--- config.mk ---
export PLATFORM = sky130hd
export DESIGN_NAME = cam_wr_buffer
export DESIGN_NICKNAME = d
export VERILOG_FILES = /design/src/rtl/cam_wr_buffer.sv
export SDC_FILE = /design/constraint.sdc
export NUM_CORES = 2
export LEC_CHECK = 0
export CAP_MARGIN = 30
export CORE_UTILIZATION = 36
export CTS_CLUSTER_SIZE = 12
export DETAILED_ROUTE_END_ITERATION = 12
export HOLD_SLACK_MARGIN = 0.03
export PLACE_DENSITY = 0.59
export SLEW_MARGIN = 25
export SYNTH_ARGS = -nofsm -noshare
export SYNTH_HDL_FRONTEND = slang
export SYNTH_SLANG_ARGS = --single-unit
--- constraint.sdc ---
create_clock -name p_clk -period 13.45 [get_ports p_clk]
set_input_delay 4.035 -clock p_clk [delete_from_list [all_inputs] [get_ports p_clk]]
set_output_delay 4.035 -clock p_clk [all_outputs]
set_load 0.01 [all_outputs]
--- src/rtl/cam_wr_buffer.sv ---
// Write buffer between camera capture and the DDR user write port.
// It queues address/data pairs in FIFO order, counts dropped words and reports when a finished frame has drained.
module cam_wr_buffer #(
    parameter int DATA_W = 128,
    parameter int ADDR_W = 25,
    parameter int DEPTH  = 16
) (
    input  logic                       p_clk,
    input  logic                       rst_n,
    input  logic [DATA_W-1:0]          in_data,
    input  logic [ADDR_W-1:0]          in_address,
    input  logic                       in_valid,
    input  logic                       frame_done,
    input  logic                       clear_ovf,
    output logic [DATA_W-1:0]          mem_wr_data,
    output logic [ADDR_W-1:0]          mem_wr_addr,
    output logic                       mem_wr_valid,
    input  logic                       mem_wr_ready,
    output logic [$clog2(DEPTH):0]     level,
    output logic                       overflow,
    output logic [15:0]                drop_count,
    output logic                       frame_flushed
);

    localparam int PTR_W   = $clog2(DEPTH);
    localparam int LVL_W   = PTR_W + 1;
    localparam int ENTRY_W = ADDR_W + DATA_W;

    typedef enum logic {ST_RUN = 1'b0, ST_FLUSH = 1'b1} state_t;

    logic [ENTRY_W-1:0] r_mem [DEPTH];
    logic [ENTRY_W-1:0] r_out;
    logic [PTR_W-1:0]   r_wr_ptr;
    logic [PTR_W-1:0]   r_rd_ptr;
    logic [LVL_W-1:0]   r_level;
    logic [LVL_W-1:0]   w_level_next;
    logic               r_valid;
    logic               r_overflow;
    logic [15:0]        r_drop_count;
    logic               r_frame_flushed;
    state_t             r_state;
    state_t             w_state_next;

    logic               w_full;
    logic               w_push;
    logic               w_drop;
    logic               w_pop;
    logic               w_flush_done;
    logic [PTR_W-1:0]   w_rd_ptr_inc;

    // Full is judged on the pre-edge level, so a pop in the same cycle never frees room for the push.
    assign w_full       = (r_level == LVL_W'(DEPTH));
    assign w_push       = in_valid && !w_full;
    assign w_drop       = in_valid && w_full;
    assign w_pop        = r_valid && mem_wr_ready;
    assign w_rd_ptr_inc = r_rd_ptr + PTR_W'(1);

    always_comb begin
        w_level_next = r_level;
        case ({w_push, w_pop})
            2'b10:   w_level_next = r_level + LVL_W'(1);
            2'b01:   w_level_next = r_level - LVL_W'(1);
            default: w_level_next = r_level;
        endcase
    end

    always_ff @(posedge p_clk) begin
        if (w_push) begin
            r_mem[r_wr_ptr] <= {in_address, in_data};
        end
    end

    always_ff @(posedge p_clk or negedge rst_n) begin
        if (!rst_n) begin
            r_wr_ptr <= '0;
            r_rd_ptr <= '0;
            r_level  <= '0;
            r_valid  <= 1'b0;
            r_out    <= '0;
        end else begin
            if (w_push) r_wr_ptr <= r_wr_ptr + PTR_W'(1);
            if (w_pop)  r_rd_ptr <= w_rd_ptr_inc;
            r_level <= w_level_next;
            r_valid <= (w_level_next != '0);
            // The output register always holds the head entry; the incoming word bypasses the array when it becomes head.
            if (w_push && ((r_level == '0) || ((r_level == LVL_W'(1)) && w_pop))) begin
                r_out <= {in_address, in_data};
            end else if (w_pop && (r_level > LVL_W'(1))) begin
                r_out <= r_mem[w_rd_ptr_inc];
            end
        end
    end

    always_ff @(posedge p_clk or negedge rst_n) begin
        if (!rst_n) begin
            r_overflow   <= 1'b0;
            r_drop_count <= '0;
        end else if (w_drop) begin
            r_overflow <= 1'b1;
            if (clear_ovf) begin
                r_drop_count <= 16'd1;
            end else if (r_drop_count != 16'hFFFF) begin
                r_drop_count <= r_drop_count + 16'd1;
            end
        end else if (clear_ovf) begin
            r_overflow   <= 1'b0;
            r_drop_count <= '0;
        end
    end

    always_ff @(posedge p_clk or negedge rst_n) begin
        if (!rst_n) begin
            r_state         <= ST_RUN;
            r_frame_flushed <= 1'b0;
        end else begin
            r_state         <= w_state_next;
            r_frame_flushed <= w_flush_done;
        end
    end

    always_comb begin
        w_state_next = r_state;
        case (r_state)
            ST_RUN:   if (frame_done) w_state_next = ST_FLUSH;
            ST_FLUSH: if (w_flush_done) w_state_next = ST_RUN;
            default:  w_state_next = ST_RUN;
        endcase
    end

    always_comb begin
        w_flush_done = (r_state == ST_FLUSH) && (r_level == '0) && !w_push;
    end

    assign {mem_wr_addr, mem_wr_data} = r_out;
    assign mem_wr_valid  = r_valid;
    assign level         = r_level;
    assign overflow      = r_overflow;
    assign drop_count    = r_drop_count;
    assign frame_flushed = r_frame_flushed;

endmodule

==> metrics.md <==
| Metric | Value |
|---|---|
| CTS max path bufs | `4` |
| Detailed Place HPWL | `135.3 mm` |
| Syn nets | `4,476` |
| Clock latency on the worst-skew pair | `0.93 ns` |
| Post-CTS Hold Buffers | `0` |
| Top_reg_cell synth | `edfxtp_1` |
| Largest cells by area after synthesis | `edfxtp_1 (75%), mux4_2 (14%), dfrtp_1 (4.7%)` |
| Worst hold margin | `0.5150 ns` |
| Async SR Flop Fraction | `0.07062` |
| Post-CTS setup buffer count | `0` |
| Root buffer cell | `clkbuf_16` |
| Die Y | `524.8 µm` |
| Non-filler cells in the finished layout | `8,544` |
| CP Capture Type | `flop` |
| Worst IR drop on VDD | `0.0003032 V` |
| Routed WL | `246.7 mm` |
| CP required | `13.99 ns` |
| Unique cell type count in the Yosys netlist | `61` |
| Antenna violations before repair | `24` |
| CTS Sinks | `2,634` |
| Final worst path period share | `0.5151` |
| Warnings from Yosys | `0` |
| Slew headroom | `0.2492` |
| Max-Cap Viols | `0` |
| Area grow syn2layout | `16.71%` |
| P_leak | `35.52 nW` |
| Final Instance Area | `114,900 µm²` |
| Gr ovfl total | `0` |
| First-pass GRT wire length | `355.6 mm` |
| Setup TNS | `0 ns` |
| Post-synthesis sequential area ratio | `0.7943` |
| Post-DR vias/cell | `5.630` |
| CP arrival | `7.47 ns` |
| Synth area leader | `edfxtp_1` |
| DR iter-0 viols | `5,480` |
| Via count of the first global-routing pass | `48.87k` |
| Total chip power | `26.74 mW` |
| Average size of a mapped cell | `22.86 µm²` |
| Boundary pin count | `336` |
| Outcome | `complete, no violations` |
| Setup violations, final | `0` |
| Fraction of layout cells with a size suffix above 1 | `0.2199` |
| Largest net degree at the start of global routing | `135` |
| Total track usage | `0.1767` |
| Initial Util | `0.3628` |
| PortBufs | `335` |
| Placed cells | `8,044` |
| Fmax achieved | `144.3 MHz` |
| Reg clk slew, reported paths | `0.06 ns` |
| DRC | `0` |
| Core region area | `271,200 µm²` |
| Routed Antenna Nets | `0` |
| CTS Buf Count | `288` |
| Tightest Pin Transition | `1.126 ns` |
| Min Tclk post-route | `6.928 ns` |
| Fin. Hold Viols | `0` |
| Cell Area, Placed | `106,200 µm²` |
| Routed WL per cell | `28.87 µm` |
| Final setup margin | `6.522 ns` |
| Clock skew | `0.06914 ns` |
| EDFF count, synth | `2,448` |
| GP Congestion | `0.7309` |
| PwrDens | `232.8 nW/µm²` |
| Worst Setup Path Type | `input port to flop` |
| CTS resizes | `0` |
| Area share of the largest cell type after synthesis | `0.7470` |
| CTS tree | `built` |
| Die ar. | `275,400 µm²` |
| Dominant cell by count in the synthesized netlist | `edfxtp_1` |
| Die X | `524.8 µm` |
| Commonest cells in the netlist | `edfxtp_1 (2,448), mux4_2 (612), dfrtp_1 (186)` |
| Synth Register Bits | `2,634` |
| RSZ-0062 raised after global routing | `false` |
| Via count | `48.10k` |
| NumNets Final | `4,945` |
| Htree depth | `5` |
| Tightest Hold Check Type | `flop to flop` |
| Cells after Synth | `4,305` |
| Drt pass-1 iters | `7` |
| Worst slack at placement | `5.553 ns` |
| Worst Setup Start Kind | `input port` |
| Mapped Area | `98,400 µm²` |
| Crit-path max FO | `76` |
| Rows | `191` |
| Max-slew violation count | `0` |
| Core Util, Final | `0.4234` |
final cells by class:
cell class	count	area (µm²)
Fill cell	23100	156400
Sequential cell	2634	78170
Multi-Input combinational cell	1397	19170
Clock buffer	444	8138
Timing Repair Buffer	440	4553
Tap cell	3570	4467
Clock inverter	38	285.3
Inverter	13	48.80
Antenna cell	8	20.02
critical path: stages:
cell	delay (ns)
clkdlybuf4s50_1	0.64
inv_1	0.10
a31oi_2	0.16
buf_4	0.22
nand2_1	0.28
nor2_4	0.64
buf_12	0.53
buf_4	0.48
buf_16	0.31
path summary, 6_finish.rpt:
path	cells past startpoint	endpoint	slack [ns]	start
setup / recovery	9	r_mem[9][42]$_DFFE_PP_	6.52	in_valid
hold / removal	2	r_state$_DFF_PN0_	0.52	r_state$_DFF_PN0_
setup reg to reg	7	r_out[21]$_DFFE_PN0P_	7.72	r_rd_ptr[0]$_DFFE_PN0P_
hold reg to reg	2	r_state$_DFF_PN0_	0.52	r_state$_DFF_PN0_
max in group asynchronous	3	r_out[77]$_DFFE_PN0P_	8.34	rst_n
min in group asynchronous	1	r_out[5]$_DFFE_PN0P_	3.04	rst_n
placed cells by master, fill, tap and decap left out, types with 9 or more instances in the layout:
master           count
clkbuf_8            26
ha_1                11
nor2_4              13
buf_16              10
xnor2_1             10
o21ai_0              9
nand2_1            172
a21oi_1              9
inv_1               13
nor2_1              17
buf_4               71
clkdlybuf4s50_1    334
clkbuf_16          292
clkinv_1            18
clkbuf_1           126
a222oi_1           152
o22ai_1            153
mux4_2             612
dfrtp_1            185
edfxtp_1          2448
a31oi_1            153
buf_12              17
state kept, by name, indices dropped and copies added, names as in the netlist:
name and cells:
r_mem 2448, level 5, r_state 1, r_wr_ptr 4
drop_count 16, r_out 153, frame_flushed 1, overflow 1
r_rd_ptr 4, mem_wr_valid 1
report_power, final:
part	internal, mW	total, mW	leakage [nW]	switching (mW)
Sequential	10.0	10.5	24.2	0.499
Clock	4.19	7.22	4.07	3.02
Combinational	3.75	9.00	7.21	5.25
Total	18.0	26.7	35.5	8.77
per-layer routing:
layer / track usage / vias up / part of all wire
li1: - / 19590 / -
met1: 0.2507 / 26020 / 0.43
met2: 0.2719 / 2082 / 0.46
met3: 0.04144 / 402 / 0.083
met4: 0.05041 / 12 / 0.026
met5: 0 / - / 0.00032
logic make-up after synthesis:
family                     after synthesis  synth area share
and+or+nand+nor                        250           0.01096
adders and majority gates               12          0.001526
AOI/OAI and AO/OA                      506           0.03849
buffers and inverters                  274           0.01298
xor gates and xnor gates                13          0.001233
muxes                                  616            0.1405
DFF                                   2634            0.7943
(Power assumes the default switching activity.)
